==> config.mk <==
export PLATFORM = sky130hd
export DESIGN_NAME = wb_stage
export DESIGN_NICKNAME = d
export VERILOG_FILES = /design/src/rtl/wb_pkg.sv /design/src/rtl/ld_formatter.sv /design/src/rtl/wb_stage.sv
export SDC_FILE = /design/constraint.sdc
export NUM_CORES = 1
export LEC_CHECK = 0
export ABC_AREA = 1
export ABC_CLOCK_PERIOD_IN_PS = 2500
export CORE_MARGIN = 2
export CORE_UTILIZATION = 65
export DETAILED_ROUTE_END_ITERATION = 12
export DONT_BUFFER_PORTS = 1
export GPL_TIMING_DRIVEN = 0
export PLACE_DENSITY_LB_ADDON = 0.15
export RECOVER_POWER = 50
export SLEW_MARGIN = 15
export SYNTH_ARGS = -nofsm -noshare
export SYNTH_HDL_FRONTEND = slang
export SYNTH_SLANG_ARGS = --single-unit
==> constraint.sdc <==
create_clock -name i_clk -period 2.5 [get_ports i_clk]
set_clock_uncertainty 0.2 [all_clocks]
set_input_delay 0.375 -clock i_clk [delete_from_list [all_inputs] [get_ports i_clk]]
set_output_delay 0.375 -clock i_clk [all_outputs]
set_load 0.1 [all_outputs]
==> src/rtl/wb_pkg.sv <==
// Writeback stage shared types and constants.
// Source indices and load funct3 encodings.
package wb_pkg;

  localparam int XLEN = 32;

  typedef enum logic [1:0] {
    WB_LSU = 2'd0,
    WB_ALU = 2'd1,
    WB_PC4 = 2'd2,
    WB_CSR = 2'd3
  } wb_sel_e;

  localparam logic [2:0] F3_LB  = 3'b000;
  localparam logic [2:0] F3_LH  = 3'b001;
  localparam logic [2:0] F3_LW  = 3'b010;
  localparam logic [2:0] F3_LBU = 3'b100;
  localparam logic [2:0] F3_LHU = 3'b101;

endpackage

==> src/rtl/ld_formatter.sv <==
// Sub-word load alignment and extension.
// Purely combinational; shared with the LSU.
module ld_formatter #(
  parameter int XLEN = wb_pkg::XLEN
) (
  input  logic [XLEN-1:0] word,
  input  logic [2:0]      funct3,
  input  logic [1:0]      addr_lo,
  output logic [XLEN-1:0] result
);
  import wb_pkg::*;

  logic [7:0]  ld_b;
  logic [15:0] ld_h;

  assign ld_b = word[{addr_lo, 3'b000} +: 8];
  assign ld_h = word[{addr_lo[1], 4'b0000} +: 16];

  // Pick the extension for the load type; unknown types pass the word.
  always_comb begin
    result = word;
    unique case (funct3)
      F3_LB:   result = {{(XLEN-8){ld_b[7]}}, ld_b};
      F3_LBU:  result = {{(XLEN-8){1'b0}}, ld_b};
      F3_LH:   result = {{(XLEN-16){ld_h[15]}}, ld_h};
      F3_LHU:  result = {{(XLEN-16){1'b0}}, ld_h};
      default: result = word;
    endcase
  end

endmodule

==> src/rtl/wb_stage.sv <==
// Registered writeback stage: source select,
// MEM/WB register with stall/flush, retire counter.
module wb_stage #(
  parameter int XLEN  = wb_pkg::XLEN,
  parameter int NSRC  = 4,
  parameter int SEL_W = $clog2(NSRC)
) (
  input  logic                 i_clk,
  input  logic                 i_rst_n,
  input  logic                 i_valid,
  input  logic                 i_stall,
  input  logic                 i_flush,
  input  logic [NSRC*XLEN-1:0] i_src_data,
  input  logic [SEL_W-1:0]     i_wb_sel,
  input  logic [2:0]           i_ld_funct3,
  input  logic [1:0]           i_ld_addr_lo,
  input  logic [4:0]           i_rd_addr,
  input  logic                 i_rd_wren,
  output logic                 o_valid,
  output logic [4:0]           o_rd_addr,
  output logic                 o_rd_wren,
  output logic [XLEN-1:0]      o_wb_data,
  output logic [63:0]          o_instret
);
  import wb_pkg::*;

  logic [XLEN-1:0] ld_word;
  logic [XLEN-1:0] wb_src;
  logic [XLEN-1:0] wb_next;
  logic            wren_next;
  logic            retire;

  logic            valid_q;
  logic [4:0]      rd_q;
  logic            wren_q;
  logic [XLEN-1:0] data_q;
  logic [63:0]     instret_q;

  ld_formatter #(
    .XLEN(XLEN)
  ) u_fmt (
    .word   (i_src_data[XLEN-1:0]),
    .funct3 (i_ld_funct3),
    .addr_lo(i_ld_addr_lo),
    .result (ld_word)
  );

  // Out-of-range selects fall back to the LSU slice.
  always_comb begin
    wb_src = i_src_data[XLEN-1:0];
    for (int k = 1; k < NSRC; k++) begin
      if (i_wb_sel == SEL_W'(k))
        wb_src = i_src_data[k*XLEN +: XLEN];
    end
  end

  assign wb_next   = (i_wb_sel == SEL_W'(WB_LSU))
                   ? ld_word : wb_src;
  assign wren_next = i_valid & i_rd_wren
                   & (i_rd_addr != 5'd0);

  // Occupant leaves unless held; flush beats stall.
  assign retire = valid_q & (i_flush | ~i_stall);

  // MEM/WB register: flush inserts a bubble, stall holds.
  always_ff @(posedge i_clk or negedge i_rst_n) begin
    if (!i_rst_n) begin
      valid_q <= 1'b0;
      rd_q    <= '0;
      wren_q  <= 1'b0;
      data_q  <= '0;
    end else if (i_flush) begin
      valid_q <= 1'b0;
      wren_q  <= 1'b0;
    end else if (!i_stall) begin
      valid_q <= i_valid;
      rd_q    <= i_rd_addr;
      wren_q  <= wren_next;
      data_q  <= wb_next;
    end
  end

  // Retired-instruction counter, wraps naturally.
  always_ff @(posedge i_clk or negedge i_rst_n) begin
    if (!i_rst_n)
      instret_q <= '0;
    else if (retire)
      instret_q <= instret_q + 64'd1;
  end

  assign o_valid   = valid_q;
  assign o_rd_addr = rd_q;
  assign o_rd_wren = wren_q;
  assign o_wb_data = data_q;
  assign o_instret = instret_q;

endmodule
==> metrics.md, run 1 <==
| Metric | Value |
|---|---|
| Status | `finished, violations left` |
| Failing checks | `hold timing` |
| Net Sw Power | `roughly 2.3 mW` |
| Crit Path Max Fanout | `4` |
| Final WL | `25300 um` |
| Crit end category | `flip-flop` |
| Placer Congestion | `roughly 1.0` |
| DRT antenna net count | `0` |
| Floorplan row count | `39` |
| Die Y-Extent | `111 um` |
| Critical Path AT | `2.47 ns` |
| Total die area | `approximately 12000 um2` |
| Worst flop-to-flop path endpoint | `o_instret[44]$_DFFE_PN0P_` |
| Max Fclk | `approximately 410 MHz` |
| Unique masters post-synth | `32` |
| Combinational Power Share | `~12%` |
| Largest net degree at the start of global routing | `about 100` |
| Switching part of the total | `45.3%` |
| Synth Net Count | `between 1000 and 1500` |
| Clk network pwr share | `about 27%` |
| Fraction of layout cells with a size suffix above 1 | `10.4%` |
| Most common cell after layout, fill and taps aside | `nand2_1` |
| # IOs | `approximately 250` |
| Mapped Area | `7460 um2` |
| Final hold vios | `roughly 100` |
| Pint | `2.78 mW` |
| Hold-fix buffers, CTS | `8` |
| DR DRC count | `0` |
| Fin crit share | `97.1%` |
| Slew headroom | `around a third` |
| Hold Path Class | `input port to asynchronous set/reset pin` |
| Clock root buffer master | `clkbuf_16` |
| Final Cell Area | `between 8000 and 9000 um2` |
| Setup crit start | `o_instret[9]$_DFFE_PN0P_` |
| GRT Util Overall | `40.0%` |
| Synthesis Warnings | `0` |
| Non-Filler Instances | `around 1400` |
| Placed cell count | `~1300` |
| # nets final | `approximately 1400` |
| Initial DRC count | `~700` |
| DR vias/cell | `5.93` |
| Seq cells post-synth | `roughly 100` |
| Setup ws final | `0.0737 ns` |
| First-pass GRT wire length | `between 30000 and 40000 um` |
| Routed WL per cell | `between 15 and 20 um` |
| Die X | `about 110 um` |
| Area of the core | `around 11000 um2` |
| Maximum clock path buffer count | `2` |
| Fin crit period | `2.43 ns` |
| FF-to-FF path depth | `7` |
| Critical Path End | `o_instret[44]$_DFFE_PN0P_` |
| Worst slack, placed | `-0.317 ns` |
| Worst slew pin tran | `1.01 ns` |
| Lkg Pwr | `3.62 nW` |
| Hold Slack | `-0.493 ns` |
| Area after DPL | `between 7000 and 8000 um2` |
| Total CTS buffers | `9` |
| Clock-pin slew on the worst setup and hold paths | `approximately 0.080 ns` |
| # setup viols final | `0` |
| Fill cell count | `a little under 1000` |
| Number of global-route vias before repair | `around 7700` |
| Post-Syn Instances | `1202` |
| R2R Setup Slk | `about 0.074 ns` |
| TritonCTS clock tree | `done` |
| Reg2reg start | `o_instret[9]$_DFFE_PN0P_` |
| Pwr dens | `622 nW/um2` |
| Initial antenna violation count | `0` |
| Area delta synth->final | `9.29%` |
| Flop pwr share | `about 60%` |
| Post-layout util | `72.0%` |
| Starting Density | `roughly 66%` |
| Syn avg cell area | `approximately 6.2 um2` |
| Clk sinks | `about 100` |
| Crit Path Category | `flip-flop to flip-flop` |
| ANT cells | `0` |
| Max Cap Viol | `0` |
| Peak VDD IR | `0.000785 V` |
| Critical Path RT | `about 2.5 ns` |
| Routed vias | `8117` |
| DRT Pass-1 Iters | `5` |
| Post-synthesis sequential area ratio | `between 30% and 40%` |
| Dpl hpwl | `19400 um` |
| GRT Residual Overflow | `0` |
| Slew Limit Fails | `0` |
| # Post-CTS Setup Buffers | `0` |
| CTS H-tree lvls | `3` |
| Clk Latency, worst-skew pair | `between 0.3 and 0.4 ns` |
| Port bufs | `0` |
| CP Launch Type | `flip-flop` |
| Most frequent cells in the layout | `nand2_1 (451), nor2_1 (176), inv_1 (100)` |
cell usage after synthesis, drive strengths merged:
| cell | count | area share (%) |
|---|---|---|
| nor2 | 191 | 10 |
| ha | 1 | 0.17 |
| nand3 | 85 | 5.8 |
| nand3b | 3 | 0.30 |
| nand4 | 20 | 1.7 |
| o211ai | 24 | 2.5 |
| o2111ai | 1 | 0.12 |
| dfrtp | 103 | 35 |
| a21o | 1 | 0.10 |
| nand2 | 455 | 23 |
| clkbuf | 19 | 0.96 |
| a21oi | 51 | 3.5 |
| xor2 | 17 | 2.0 |
| nor3 | 7 | 0.47 |
| xnor2 | 22 | 2.6 |
| buf | 23 | 1.6 |
| nor4 | 1 | 0.084 |
| inv | 108 | 5.4 |
| or2 | 1 | 0.084 |
| clkinv | 4 | 0.20 |
| o21ai | 63 | 4.2 |
| o21bai | 2 | 0.20 |
registers in the layout, indices dropped and copies added (netlist names):
register	cells
o_valid	1
o_instret	64
o_wb_data	32
o_rd_addr	5
o_rd_wren	1
through the flow:
step | hold WS, ns | total power [mW] | TNS, ns
finish | -0.493 | 5.07 | 0
global route | -0.503 | 5.23 | -0.155
CTS | -0.496 | 5.04 | 0
detailed placement | -0.118 | 3.66 | -6.95
global placement | -0.119 | 3.64 | -6.33
floorplan | -0.121 | 3.47 | 0
metal layers:
metal,vias to the layer above,GRT usage (%),routed length (um)
met3,110,14.2,2650
met2,496,69.5,12500
met1,3669,43.6,8660
met4,0,19.1,1440
met5,-,0,0
li1,3842,-,-
what timing repair did:
item / 4_1_cts / 5_1_grt
endpoints found under the setup margin: 44 / 28
resized for setup: 39 / 48
endpoints found under the hold margin: 110 / 103
pin swaps: 0 / 0
worst max-delay path, cell delays in order, from the launching register on:
cell     delay (ns)
dfrtp_2        0.72
nand2_1        0.23
nor2_1         0.23
nand2_1        0.14
nor2_2         0.23
nand4_1        0.26
o21ai_1        0.22
nand2_1        0.08
logic make-up (layout without fill, tap and decap cells):
logic type | Yosys count | count (layout) | synth area share, %
flip-flops | 103 | 103 | 34.5
AO/OA/AOI/OAI | 142 | 142 | 10.7
AND/OR/NAND/NOR | 763 | 763 | 41.9
adder cells (fa/ha/maj) | 1 | 1 | 0.168
buffers and inverters | 154 | 178 | 8.17
XOR/XNOR | 39 | 39 | 4.58
power by group through the flow:
stage | clock, mW | sequential, mW | combinational [mW]
floorplan | 0 | 2.99 | 0.479
global placement | 0 | 3.05 | 0.594
detailed placement | 0 | 3.05 | 0.608
CTS | 1.39 | 3.03 | 0.622
global route | 1.45 | 3.06 | 0.717
finish | 1.39 | 3.05 | 0.630
area by class of cell:
type	instances	area [um2]	share of cell area, %
multi-input cells	945	4290	52.5
flip-flops and latches	103	2710	33.2
inverters	112	420	5.15
clock buffers	11	253	3.10
plain buffers	42	186	2.29
well taps	143	179	2.19
repair buffers	8	80.1	0.982
clock inverters	5	41.3	0.506
worst min-delay path by stage:
stage	from	to	slack, ns
floorplan	i_rst_n	o_instret[0]$_DFFE_PN0P_	-0.12
global placement	i_rst_n	o_instret[13]$_DFFE_PN0P_	-0.12
detailed placement	i_rst_n	o_instret[15]$_DFFE_PN0P_	-0.12
CTS	i_rst_n	o_instret[40]$_DFFE_PN0P_	-0.50
global route	i_rst_n	o_instret[11]$_DFFE_PN0P_	-0.50
finish	i_rst_n	o_instret[48]$_DFFE_PN0P_	-0.49
Note: power is estimated with default switching activity, not from simulation.
==> run 2: changes to the inputs <==
- RECOVER_POWER: 50 -> default
==> metrics.md, run 2 (synthesized netlist as in run 1, its figures left out) <==
| Metric | Value |
|---|---|
| Fin crit period | `2.43 ns` |
| Dpl hpwl | `19400 um` |
| Top cell by count, worst path | `nand2_1` |
| CP Launch Type | `flip-flop` |
| Status | `finished, violations left` |
| # setup viols final | `0` |
| Floorplan row count | `39` |
| Routed WL per cell | `~19 um` |
| Placed cell count | `approximately 1300` |
| Lkg Pwr | `3.62 nW` |
| Hold-fix buffers, CTS | `8` |
| Hold Path Class | `input port to asynchronous set/reset pin` |
| DRT Pass-1 Iters | `5` |
| Total die area | `approximately 12000 um2` |
| Crit end category | `flip-flop` |
| Clk Latency, worst-skew pair | `approximately 0.36 ns` |
| # nets final | `about 1400` |
| Most frequent cells in the layout | `nand2_1 (451), nor2_1 (175), inv_1 (100)` |
| Maximum clock path buffer count | `2` |
| Max reg flops | `64` |
| Worst Path Buf+Inv | `0` |
| Slew headroom | `between 30% and 40%` |
| Crit path largest cell delay | `just over 0.7 ns` |
| ANT cells | `0` |
| Worst path slowest cell | `dfrtp_2` |
| Fin crit share | `about 97%` |
| Most common cell after layout, fill and taps aside | `nand2_1` |
| Max Cap Viol | `0` |
| DR DRC count | `0` |
| TritonCTS clock tree | `done` |
| Final WL | `between 20000 and 30000 um` |
| DRT antenna net count | `0` |
| First-pass GRT wire length | `a little under 40000 um` |
| Worst path cell trace | `nand2_1 > nor2_1 > nand2_1 > nor2_2 > nand4_1 > o21ai_1 > nand2_1` |
| GRT Residual Overflow | `0` |
| Die Y-Extent | `111 um` |
| Routed vias | `8132` |
| Clock-pin slew on the worst setup and hold paths | `roughly 0.080 ns` |
| Number of global-route vias before repair | `approximately 7700` |
| Peak VDD IR | `roughly 0.00079 V` |
| Fill cell count | `991` |
| GRT Util Overall | `approximately two fifths` |
| Initial antenna violation count | `0` |
| Max Fclk | `412 MHz` |
| Starting Density | `about two thirds` |
| Clock root buffer master | `clkbuf_16` |
| Crit Path Category | `flip-flop to flip-flop` |
| Critical Path AT | `approximately 2.5 ns` |
| # IOs | `around 250` |
| Total CTS buffers | `9` |
| Worst slew pin tran | `roughly 1 ns` |
| Failing checks | `hold timing` |
| Critical Path RT | `about 2.5 ns` |
| Final hold vios | `between 100 and 150` |
| Non-Filler Instances | `1369` |
| DR vias/cell | `between 5 and 6` |
| Area delta synth->final | `9.42%` |
| Area of the core | `approximately 11000 um2` |
| Pwr dens | `622 nW/um2` |
| Port bufs | `0` |
| Pwr Total | `just over 5 mW` |
| Slew Limit Fails | `0` |
| Placer Congestion | `between 1 and 1.5` |
| Initial DRC count | `709` |
| Fraction of layout cells with a size suffix above 1 | `a little over a tenth` |
| Crit Path Max Fanout | `4` |
| Largest net degree at the start of global routing | `approximately 100` |
| CP top delay family | `simple AND/OR/NAND/NOR gates` |
| CTS H-tree lvls | `3` |
| Die X | `111 um` |
| Clk sinks | `around 100` |
| Hold Slack | `-0.495 ns` |
run 2: metal layers:
metal | up-vias | part of all wire [%] | GRT usage [%]
li1 | 3845 | - | -
met1 | 3675 | 34 | 43.6
met2 | 493 | 49 | 69.5
met3 | 119 | 10 | 14.2
met4 | 0 | 6.1 | 19.1
met5 | - | 0 | 0
run 2: final cells by class:
type | count | area, um2 | share of cell area [%]
inverters | 112 | 420 | 5.15
flip-flops and latches | 103 | 2710 | 33.2
clock inverters | 5 | 41.3 | 0.506
plain buffers | 42 | 189 | 2.31
multi-input cells | 945 | 4290 | 52.6
repair buffers | 8 | 80.1 | 0.981
well taps | 143 | 179 | 2.19
clock buffers | 11 | 253 | 3.10
run 2: worst reg2reg max path, stage by stage (launching register included):
cell and delay, ns:
dfrtp_2 0.72, nand2_1 0.23, nor2_1 0.23, nand2_1 0.14, nor2_2 0.23, nand4_1 0.26
o21ai_1 0.21, nand2_1 0.08
run 2: timing repair:
action	CTS	global route
hold endpoints to repair	110	103
setup buffers	0	0
resized for setup	39	48
setup endpoints to repair	44	28
run 2: where the power goes:
group	switching, mW	total (mW)	leakage [nW]	internal, mW
clock network	0.654	1.39	0.138	0.737
registers	1.24	3.05	1.25	1.81
logic	0.404	0.631	2.23	0.227
total	2.30	5.08	3.62	2.78
run 2: per-stage QoR:
stage               area (um2)  setup slack (ns)  hold WS, ns  TNS (ns)  util (%)
finish                    8170            0.0728       -0.495         0      72.1
global route              8170           -0.0571       -0.503    -0.155      72.1
CTS                       8060          0.000877       -0.496         0      71.2
detailed placement        7640            -0.317       -0.118     -6.95      67.5
global placement          7640            -0.316       -0.119     -6.33      67.5
floorplan                 7460            0.0162       -0.121         0         -
run 2: path summary, 6_finish.rpt:
check                                          start                         to  slack [ns]  cells after the start
setup reg to reg            o_instret[9]$_DFFE_PN0P_  o_instret[44]$_DFFE_PN0P_        0.07                      7
setup / recovery            o_instret[9]$_DFFE_PN0P_  o_instret[44]$_DFFE_PN0P_        0.07                      7
min in group i_clk                    i_src_data[20]  o_wb_data[20]$_DFFE_PN0P_        0.02                      4
hold reg to reg            o_instret[22]$_DFFE_PN0P_  o_instret[22]$_DFFE_PN0P_        0.58                      1
hold / removal                               i_rst_n  o_instret[40]$_DFFE_PN0P_       -0.50                      0
max in group asynchronous                    i_rst_n        o_valid$_DFFE_PN0N_        2.44                      0
